===== src/rtl/c4_pkg.sv =====
// rtl/c4_pkg.sv - FSM state enum, C4 {s,t} state type and the C4 next-state function
package c4_pkg;

  typedef enum logic [1:0] {
    ST_IDLE  = 2'd0,
    ST_SHIFT = 2'd1,
    ST_GAP   = 2'd2
  } tx_state_t;

  typedef logic [1:0] c4_state_t;

  localparam c4_state_t S00 = 2'b00;
  localparam c4_state_t S01 = 2'b01;
  localparam c4_state_t S11 = 2'b11;
  localparam c4_state_t S10 = 2'b10;

  function automatic c4_state_t c4_next(c4_state_t cur, logic a);
    c4_state_t nxt;
    case (cur)
      S00:     nxt = a ? S01 : S00;
      S01:     nxt = a ? S10 : S11;
      S11:     nxt = S00;
      default: nxt = a ? S10 : S00;
    endcase
    return nxt;
  endfunction

endpackage


===== src/rtl/c4_model.sv =====
// rtl/c4_model.sv - registered C4 detector state {s,t}, advanced from the serial line every edge
module c4_model import c4_pkg::*; (
  input  logic n_clk,
  input  logic rst,
  input  logic a,
  output logic s,
  output logic t
);

  c4_state_t st;

  always_ff @(negedge n_clk or negedge rst) begin
    if (!rst) begin
      st <= S00;
    end else begin
      st <= c4_next(st, a);
    end
  end

  assign {s, t} = st;

endmodule


===== src/rtl/c4_stim_tx.sv =====
// rtl/c4_stim_tx.sv - LSB-first serial stimulus transmitter for the C4 path
// C4_TX_MODEL_EN adds the c4_model instance and the exp_s/exp_t ports.
module c4_stim_tx import c4_pkg::*; #(
  parameter int WIDTH = 8,
  parameter int GAP   = 1
) (
  input  logic             n_clk,
  input  logic             rst,
  input  logic [WIDTH-1:0] data,
  input  logic             valid,
  output logic             ready,
  output logic             a,
  output logic             busy,
  output logic             done
`ifdef C4_TX_MODEL_EN
  ,
  output logic             exp_s,
  output logic             exp_t
`endif
);

  localparam int CW = $clog2(WIDTH);
  // A zero-width gap counter is not legal, so GAP==0 keeps a single unused bit.
  localparam int GW = (GAP > 0) ? $clog2(GAP + 1) : 1;
  localparam logic [CW-1:0] BIT_LAST = CW'(WIDTH - 1);
  localparam logic [GW-1:0] GAP_LAST = GW'((GAP > 0) ? GAP - 1 : 0);

  tx_state_t        state;
  tx_state_t        state_nxt;
  logic [WIDTH-1:0] shreg;
  logic [CW-1:0]    bit_cnt;
  logic [GW-1:0]    gap_cnt;
  logic             bit_last;
  logic             gap_last;

  assign bit_last = (bit_cnt == BIT_LAST);
  assign gap_last = (gap_cnt == GAP_LAST);

  always_comb begin
    state_nxt = state;
    ready     = 1'b0;
    busy      = 1'b0;
    done      = 1'b0;
    case (state)
      ST_IDLE: begin
        ready = 1'b1;
        if (valid) state_nxt = ST_SHIFT;
      end
      ST_SHIFT: begin
        busy = 1'b1;
        done = bit_last;
        if (bit_last) state_nxt = (GAP == 0) ? ST_IDLE : ST_GAP;
      end
      ST_GAP: begin
        busy = 1'b1;
        if (gap_last) state_nxt = ST_IDLE;
      end
      default: state_nxt = ST_IDLE;
    endcase
  end

  always_ff @(negedge n_clk or negedge rst) begin
    if (!rst) begin
      state   <= ST_IDLE;
      shreg   <= '0;
      bit_cnt <= '0;
      gap_cnt <= '0;
      a       <= 1'b0;
    end else begin
      state <= state_nxt;
      case (state)
        ST_IDLE: begin
          if (valid) begin
            shreg   <= data;
            bit_cnt <= '0;
            gap_cnt <= '0;
            a       <= data[0];
          end
        end
        ST_SHIFT: begin
          shreg <= shreg >> 1;
          // Counter saturates on the last bit; the line drops to 0 for GAP/IDLE.
          if (bit_last) begin
            a <= 1'b0;
          end else begin
            bit_cnt <= bit_cnt + CW'(1);
            a       <= shreg[1];
          end
        end
        ST_GAP: begin
          a <= 1'b0;
          if (!gap_last) gap_cnt <= gap_cnt + GW'(1);
        end
        default: a <= 1'b0;
      endcase
    end
  end

`ifdef C4_TX_MODEL_EN
  c4_model u_model (
    .n_clk (n_clk),
    .rst   (rst),
    .a     (a),
    .s     (exp_s),
    .t     (exp_t)
  );
`endif

endmodule


===== config.mk =====
export PLATFORM = sky130hd
export DESIGN_NAME = c4_stim_tx
export DESIGN_NICKNAME = d
export VERILOG_FILES = /design/src/rtl/c4_pkg.sv /design/src/rtl/c4_model.sv /design/src/rtl/c4_stim_tx.sv
export SDC_FILE = /design/constraint.sdc
export NUM_CORES = 1
export LEC_CHECK = 0
export CELL_PAD_IN_SITES_DETAIL_PLACEMENT = 1
export CELL_PAD_IN_SITES_GLOBAL_PLACEMENT = 1
export CORE_MARGIN = 5
export CORE_UTILIZATION = 40
export DETAILED_ROUTE_END_ITERATION = 10
export PLACE_DENSITY = 0.88
export REMOVE_ABC_BUFFERS = 1
export SYNTH_ARGS = -nofsm -noshare
export SYNTH_HDL_FRONTEND = slang
export SYNTH_SLANG_ARGS = --single-unit

===== constraint.sdc =====
create_clock -name n_clk -period 5 [get_ports n_clk]
set_clock_uncertainty 0.2 [all_clocks]
set_input_delay 0.5 -clock n_clk [delete_from_list [all_inputs] [get_ports n_clk]]
set_output_delay 0.5 -clock n_clk [all_outputs]
set_load 0.01 [all_outputs]

# Yosys cells after proc, flatten, opt, wreduce, memory -nomap -nowiden
# Index checks and enable logic that the tools add are counted.
# Widths: inputs -> output; s select.
[classes]
n_addsub = 2
mux = 18
eq_ne = 7
n_reduce_logical = 8
[ops]
columns = ["operator", "count"]
rows = [
  ["$pmux 8 s2", 1],
  ["$mux 8", 1],
  ["$ne 2x2->1 const B", 4],
  ["$mux 1", 7],
  ["$mux 2", 3],
  ["$mux 3", 2],
  ["$pmux 2 s3", 1],
  ["$pmux 3 s2", 1],
  ["$reduce_and 3->1", 2],
  ["$pmux 1 s2", 2],
  ["$reduce_and 2->1", 2],
  ["$reduce_bool 2->1", 2],
  ["$add 3x1->3 const B", 1],
  ["$eq 3x3->1 const B", 1],
  ["$eq 2x1->1 const B", 1],
  ["$eq 2x2->1 const B", 1],
  ["$logic_not 2->1", 1],
  ["$reduce_or 2->1", 1],
  ["$add 1x1->1 const B", 1],
]
[word_totals]
output_inout_bits = 4
input_bits = 11
register_bits = 15

# Longest topological paths before layout
# Gate-level depths: netlist of run 1.
[logic_depth]
word_depth = 3
depth_mapped = 7
ltp_nobuf = 5

==> flow_summary.yaml, run 1 <==
run_status:
  status: "finished, final reports clean"
detailed_routing:
  drc: 0
  drt_iter0_markers: 9
  viasPerCell: 5.37
  wl_um: 2040
  firstDrtPassIters: 4
  wire_per_inst_um: 16.5
  dr_total_vias: 660
  ant_nets: 0
critical_path:
  worstPathCellList: "ha_1 -> ha_2 -> and2_1 -> dlygate4sd2_1"
  path_buf_inv: 1
  worst_setup_path_end_kind: "primary output"
  cp_data_arrival_time_ns: 4.10
  cpPeakStageDelay_ns: 0.45
  crit_required_ns: 4.30
  slowest_stage: "dfrtn_1"
  crit_fanout: 7
  critical_path_class: "reg -> out"
  cp_top_family: "flip-flops"
  start_kind: "flip-flop"
finish:
  multi_input_area_um2: 399
  area_delta_synth_final_pct: 23.0
  drive_above_1_share_pct: 9.38
  antenna_cells: 0
  regArea_um2: 325
  nets: 112
  final_area_um2: 957
  final.fill_count: 234
synthesis:
  yosysWarnings: 0
  syn_inst: 82
  ys_types: 25
  yosys-top-cells-count: "dfrtn_1, a21oi_1, nand3_1"
  avgSynthCellArea_um2: 9.49
  async_reset_ff_share_pct: 100
  yosysSeqAreaShare_pct: 41.8
  synth_ff_type: "dfrtn_1"
  synth_top_area_share_pct: 41.8
  synth_top_area_cell: "dfrtn_1"
  syn_area_um2: 778
  ys_ff_latch: 13
  synthMostInstantiatedCell: "dfrtn_1"
  synth_edf_count: 0
  synth_top_cells_by_area: "dfrtn_1, a221o_1, ha_1"
cts:
  cts_resized: 2
  clock_sinks: 13
  post-cts-setup-buffers: 0
  cts_buffers: 3
  cts-root-buf: "clkbuf_4"
  cts_max_level: 1
  cts-hold-fix-buffers: 0
  clk_pin_slew_ns: 0.06
  clock_latency_ns: 0.28
  tritoncts: "yes"
  cts.path.max_buffers: 2
power:
  ir_drop_uv: 263
  p_leak_nw: 0.415
  power.density_nw_per_um2: 591
floorplanning:
  dieArea_um2: 2930
  core_region_area_um2: 1900
  rows: 16
  initial_core_util_pct: 40.9
  die_y_um: 54.1
  pin_count: 15
  die_x_um: 54.1
grt:
  grt_max_degree: 21
  grt_pass1_vias: 723
  grt_overflow_total: 0
  grtUsageTotal_pct: 16.2
  antenna_found_initial: 0
  grt_first_pass_wirelength_um: 3330
timing:
  drv_slew: 0
  rsz0062_at_grt: "no"
  relSlewSlack_pct: 59.6
  final-hold-violation-count: 0
  tightest_slew_ns: 0.604
  setup_viol: 0
  tns_ns: 0
hold_path:
  hold_class: "reg -> reg"
flow_run:
  max_cap_viol_count: 0
placed_design:
  place_area_um2: 930
  hpwl_um: 1500
  port_buffers: 14
  finalWeightedCongestion: 0.750
==> cell usage in the layout, fill, tap and decap left out, types with 2 or more instances in the layout <==
cell / netlist / layout
ha_1: 4 / 3
mux2i_1: 2 / 2
a221o_1: 6 / 6
nand3_1: 7 / 7
clkdlybuf4s50_1: 0 / 13
inv_1: 3 / 3
a21oi_1: 7 / 7
o211ai_1: 2 / 2
nand2b_1: 6 / 6
nor2b_1: 4 / 4
o21ai_0: 3 / 3
nand2_1: 3 / 3
nor2_1: 4 / 4
dfrtn_1: 13 / 13
buf_4: 0 / 3
clkbuf_4: 0 / 3
o21ai_1: 3 / 3
==> report_power, final <==
group          leakage (nW)  internal [mW]  switching (mW)  total [mW]
clock                0.0150         0.0310          0.0360      0.0670
combinational         0.233          0.152           0.159       0.311
sequential            0.167          0.154          0.0339       0.188
total                 0.415          0.337           0.229       0.566
==> through the flow <==
step / instances / hold slack (ns) / power (mW) / util (%) / worst slack (ns)
6_report: 123 / 0.260 / 0.566 / 50.3 / 0.203
5_1_grt: 123 / 0.284 / 0.612 / 50.3 / 0.106
4_1_cts: 123 / 0.266 / 0.572 / 50.3 / 0.195
3_5_place_dp: 119 / 0.270 / 0.502 / 48.9 / 0.186
3_3_place_gp: 119 / 0.245 / 0.483 / 48.9 / 0.243
2_1_floorplan: 75 / 0.226 / 0.388 / - / 0.714
==> state kept, by name, indices dropped and copies added (netlist names) <==
register and flops:
a 1, bit_cnt 3, shreg 7, state 2
==> cell type report <==
cell class | count | share of cell area, %
inverter | 3 | 1.18
multi-input combinational | 59 | 41.7
sequential | 13 | 34.0
timing repair buffer | 17 | 16.9
clock buffer | 4 | 2.75
tap | 27 | 3.53
==> routing by layer <==
layer / track usage (%) / wire length (µm) / up-vias
li1: - / - / 321
met1: 19.4 / 896 / 322
met2: 26.6 / 997 / 12
met3: 4.99 / 102 / 5
met4: 7.05 / 38 / 0
met5: 0 / 0 / -
==> kinds of logic after synthesis <==
kind of cell | after synthesis | share of synthesized area, %
compound gates | 24 | 21.1
mux | 2 | 2.57
buf+inv | 10 | 7.23
simple gates | 29 | 20.9
flops | 13 | 41.8
fa+ha+maj | 4 | 6.43
==> final timing paths <==
path / from / end / slack [ns] / depth (start not counted)
min in group asynchronous: rst / a / 2.78 / 1
max in group asynchronous: rst / bit_cnt[0] / 1.40 / 1
min reg2reg: shreg[7] / shreg[7] / 0.26 / 2
max reg2reg: state[1] / bit_cnt[0] / 3.00 / 6
min: shreg[7] / shreg[7] / 0.26 / 2
max: bit_cnt[0] / done / 0.20 / 4
==> worst min-delay path, stage by stage (launching register included) <==
cell and delay (ns):
dfrtn_1 0.42, nand2_1 0.05, o21ai_0 0.07
(Power assumes the default switching activity.)
==> run 2: changes to the inputs <==
--- a/config.mk
+++ b/config.mk
@@ -7,7 +7,7 @@
 export LEC_CHECK = 0
 export CELL_PAD_IN_SITES_DETAIL_PLACEMENT = 1
 export CELL_PAD_IN_SITES_GLOBAL_PLACEMENT = 1
-export CORE_MARGIN = 5
+export CORE_MARGIN = 4
 export CORE_UTILIZATION = 40
 export DETAILED_ROUTE_END_ITERATION = 10
 export PLACE_DENSITY = 0.88
==> run 2 against run 1 <==
Compared with the run above:
- first-iteration DRC count down 56%
- cell count is 1.6% lower
- sequential share of layout area up 0.089 points
- critical path type unchanged
- critical endpoint unchanged
==> flow_summary.yaml, run 2 (synthesized netlist as in run 1, its figures left out) <==
finish:
  area_delta_synth_final_pct: 22.7
  final_cell_mix: "dfrtn_1, clkdlybuf4s50_1, nand3_1, a21oi_1"
  utilization_pct: 53.5
  nets: 112
  top_regs: "shreg (7), bit_cnt (3), state (2)"
  drive_above_1_share_pct: 9.38
  largest_reg_flops: 7
  regMostFlops: "shreg"
  final_area_um2: 955
  antenna_cells: 0
  fin_cells: 121
cts:
  cts-hold-fix-buffers: 0
  clk_pin_slew_ns: 0.06
  clock_latency_ns: 0.28
  cts-root-buf: "clkbuf_4"
  cts.path.max_buffers: 2
  cts_max_level: 1
  clock_sinks: 13
  cts_buffers: 3
  tritoncts: "yes"
detailed_routing:
  drc: 0
  ant_nets: 0
  drt_iter0_markers: 4
  firstDrtPassIters: 4
  wl_um: 1850
  dr_total_vias: 648
  viasPerCell: 5.36
  wire_per_inst_um: 15.3
critical_path:
  ff2ff_path_depth: 5
  critical_path_class: "reg -> out"
  worst_setup_path_end_kind: "primary output"
  crit_required_ns: 4.30
  worstSetupPathDepth: 4
  slowest_stage: "dfrtn_1"
  cpPeakStageDelay_ns: 0.46
  cp_data_arrival_time_ns: 4.10
  worstPathCellList: "ha_1 -> ha_2 -> and2_1 -> dlygate4sd2_1"
  cp_top_family: "flip-flops"
  start_kind: "flip-flop"
  crit_fanout: 7
  path_buf_inv: 1
timing:
  rsz0062_at_grt: "no"
  relSlewSlack_pct: 60.5
  tightest_slew_ns: 0.590
  final-hold-violation-count: 0
  drv_slew: 0
  setup_viol: 0
  tns_ns: 0
grt:
  grt_overflow_total: 0
  grt_first_pass_wirelength_um: 3220
  antenna_found_initial: 0
  grt_pass1_vias: 677
  grtUsageTotal_pct: 16.3
  grt_max_degree: 21
placed_design:
  place_area_um2: 927
  finalWeightedCongestion: 0.807
  port_buffers: 14
  hpwl_um: 1400
  dp.cells: 117
power:
  power.density_nw_per_um2: 585
  p_leak_nw: 0.415
  ir_drop_uv: 398
hold_path:
  min_path_cells: 2
  hold_class: "reg -> reg"
floorplanning:
  die_x_um: 52.1
  pin_count: 15
  rows: 15
  die_y_um: 52.1
  dieArea_um2: 2720
  initial_core_util_pct: 43.6
  core_region_area_um2: 1780
flow_run:
  max_cap_viol_count: 0
run_status:
  status: "finished, final reports clean"
[run 2: worst paths after layout]
path                            start        to  slack [ns]
min in group asynchronous         rst  shreg[5]        2.78
max reg2reg                  state[0]  shreg[6]        3.03
min                          state[1]  state[1]        0.26
max in group asynchronous         rst  shreg[4]        1.40
min reg2reg                  state[1]  state[1]        0.26
max                        bit_cnt[0]      done        0.20
[run 2: worst register-to-register path: stages (launching register included)]
cell and delay, ns:
dfrtn_1 0.44, inv_1 0.05, ha_1 0.22, buf_4 0.21, and2b_1 0.29, a221o_1 0.40
[run 2: where the power goes]
group / internal, mW / switching (mW)
sequential: 0.154 / 0.0343
clock: 0.0309 / 0.0352
combinational: 0.152 / 0.152
total: 0.337 / 0.221
[run 2: stage by stage]
| step | hold slack, ns | power (mW) | setup WS (ns) |
|---|---|---|---|
| finish | 0.258 | 0.558 | 0.202 |
| floorplan | 0.226 | 0.388 | 0.714 |
| CTS | 0.263 | 0.566 | 0.190 |
| global placement | 0.243 | 0.481 | 0.245 |
| detailed placement | 0.262 | 0.497 | 0.186 |
| global route | 0.278 | 0.606 | 0.0931 |
[run 2: what timing repair did]
| action | CTS | global route |
|---|---|---|
| setup endpoints to repair | 1 | 0 |
| gates resized for setup | 2 | 0 |
| setup buffers | 0 | 0 |
[run 2: metal layers]
metal	track usage, %	up-vias	routed length (µm)
li1	-	322	-
met1	21.0	313	863
met2	25.7	11	894
met3	4.87	2	71
met4	5.24	0	24
met5	0	-	0
[run 2: area by class of cell]
type                    instances  area [µm²]
flip-flops and latches         13         325
fillers                       202         828
repair buffers                 17         161
well taps                      25        31.3
multi-input cells              59         399
clock buffers                   4        26.3
inverters                       3        11.3
==> run 3: changes to the inputs <==
--- a/config.mk
+++ b/config.mk
@@ -7,6 +7,7 @@
 export LEC_CHECK = 0
 export CELL_PAD_IN_SITES_DETAIL_PLACEMENT = 1
 export CELL_PAD_IN_SITES_GLOBAL_PLACEMENT = 1
+export CORE_ASPECT_RATIO = 1.5
 export CORE_MARGIN = 4
 export CORE_UTILIZATION = 40
 export DETAILED_ROUTE_END_ITERATION = 10
==> constraint.sdc (replaced) <==
create_clock -name n_clk -period 5 [get_ports n_clk]
set_clock_uncertainty 0.2 [all_clocks]
set_input_delay 0.5 -clock n_clk [delete_from_list [all_inputs] [get_ports n_clk]]
set_output_delay 0.5 -clock n_clk [all_outputs]
set_load 0.05 [all_outputs]
==> run 3 against run 2 <==
Compared with the run above:
- die area increased by 0.53%
- routed wire length is 3.7% higher
- first-iteration DRC count grew to 3.3 times the previous value
- critical path depth did not move
- core utilization is 0.78 points lower
- sequential share of layout area shrank 0.40 points
- largest cell class unchanged
- largest power group unchanged
- highest routed layer unchanged
==> flow_summary.yaml, run 3 (synthesized netlist as in run 1, its figures left out) <==
run_status:
  status: "finished, final reports clean"
grt:
  grt_overflow_total: 0
  antenna_found_initial: 0
  grtUsageMet3_pct: 2.88
  busiest_layer: "met2"
  grt_first_pass_wirelength_um: 3170
  grtUsageMet1_pct: 19.3
  grt_pass1_vias: 690
  grtUsageMet2_pct: 27.1
  grt_max_degree: 21
  grtUsageTotal_pct: 15.7
cts:
  cts_max_level: 1
  clk_pin_slew_ns: 0.06
  cts-root-buf: "clkbuf_4"
  cts_buffers: 3
  cts_resized: 0
  clock_latency_ns: 0.28
  post-cts-setup-buffers: 0
  cts-hold-fix-buffers: 0
  clock_sinks: 13
  tritoncts: "yes"
  cts.path.max_buffers: 2
power:
  pwr-share-comb_pct: 58.8
  ir_drop_uv: 442
  power.density_nw_per_um2: 644
  power_switching_mw: 0.276
  p_int_mw: 0.346
  p_leak_nw: 0.424
  power.clock.fraction_pct: 10.5
  p_sw_share_pct: 44.4
  power_frac_seq_pct: 30.7
finish:
  nets: 112
  final.fill_count: 209
  layout_commonest_cell: "dfrtn_1"
  multi_input_area_um2: 397
  regArea_um2: 325
  top_regs: "shreg (7), bit_cnt (3), state (2)"
  area_delta_synth_final_pct: 24.1
  drive_above_1_share_pct: 11.5
  regMostFlops: "shreg"
  largest_reg_flops: 7
  utilization_pct: 52.8
  final_cell_mix: "dfrtn_1, clkdlybuf4s50_1, nand3_1, a21oi_1"
  antenna_cells: 0
placed_design:
  port_buffers: 14
  hpwl_um: 1480
  finalWeightedCongestion: 0.731
timing:
  final-hold-violation-count: 0
  setup_viol: 0
  relSlewSlack_pct: 61.2
  rsz0062_at_grt: "no"
  drv_slew: 0
  timing.hold.ws_ns: 0.269
  tightest_slew_ns: 0.580
  tns_ns: 0
detailed_routing:
  drt_iter0_markers: 13
  drc: 0
  viasPerCell: 5.62
  wl_um: 1920
  firstDrtPassIters: 4
  ant_nets: 0
  dr_total_vias: 657
  wire_per_inst_um: 16.4
critical_path:
  crit_required_ns: 4.30
  worstPathCellList: "ha_1 -> ha_1 -> and2_1 -> buf_12"
  critical_path_class: "reg -> out"
  crit_fanout: 7
  crit_top_cell: "ha_1"
  cp_data_arrival_time_ns: 4.13
  start_kind: "flip-flop"
  cpPeakStageDelay_ns: 0.47
  worst_setup_path_end_kind: "primary output"
  slowest_stage: "dfrtn_1"
floorplanning:
  die_y_um: 62.0
  pin_count: 15
  die_x_um: 44.0
  rows: 19
  dieArea_um2: 2730
  initial_core_util_pct: 42.5
  core_region_area_um2: 1830
flow_run:
  max_cap_viol_count: 0
hold_path:
  hold_class: "reg -> reg"
## run 3: changes by cell type in the layout (fill, tap and decap cells not counted), sizes merged
cell           before  now
buf                 3    6
clkdlybuf4s50      13   11
dlygate4sd2         1    0
## run 3: routing by layer
metal	vias to the layer above	share of wire [%]	wire [µm]
met5	-	0	0
met4	0	2.0	39
met3	6	3.0	58
met2	12	52	1000
met1	318	43	820
li1	321	-	-
## run 3: final cells by class
class / count / area share [%]
Timing Repair Buffer: 17 / 18.7
Clock buffer: 4 / 2.72
Inverter: 3 / 1.17
Sequential cell: 13 / 33.7
Tap cell: 21 / 2.72
Multi-Input combinational cell: 59 / 41.1
## run 3: worst paths after layout
path / from / end / slack (ns) / cells after the start
max in group asynchronous: rst / shreg[6] / 1.42 / 1
min in group asynchronous: rst / bit_cnt[2] / 2.77 / 1
hold / removal: state[1] / state[1] / 0.27 / 2
hold reg to reg: state[1] / state[1] / 0.27 / 2
setup reg to reg: state[0] / bit_cnt[0] / 2.97 / 6
setup / recovery: bit_cnt[0] / done / 0.17 / 4
## run 3: critical path, delay by kind of cell (launching register included)
family	cells	cell delay [ns]
flops	1	0.47
buf+inv	1	0.16
fa+ha+maj	2	0.44
simple gates	1	0.27
## run 3: metrics by stage
step	cells	setup WS [ns]	instance area, µm²	power (mW)
global placement	113	0.292	940	0.536
detailed placement	113	0.213	940	0.562
global route	117	0.106	966	0.667
floorplan	75	0.450	733	0.436
CTS	117	0.159	966	0.627
finish	117	0.169	966	0.622
## run 3: power by group through the flow
stage | logic, mW | registers [mW] | clock network (mW)
after floorplan | 0.242 | 0.194 | 0
after global placement | 0.349 | 0.187 | 0
after detailed placement | 0.369 | 0.193 | 0
after CTS | 0.370 | 0.191 | 0.0658
after global routing | 0.399 | 0.198 | 0.0704
final | 0.366 | 0.191 | 0.0655
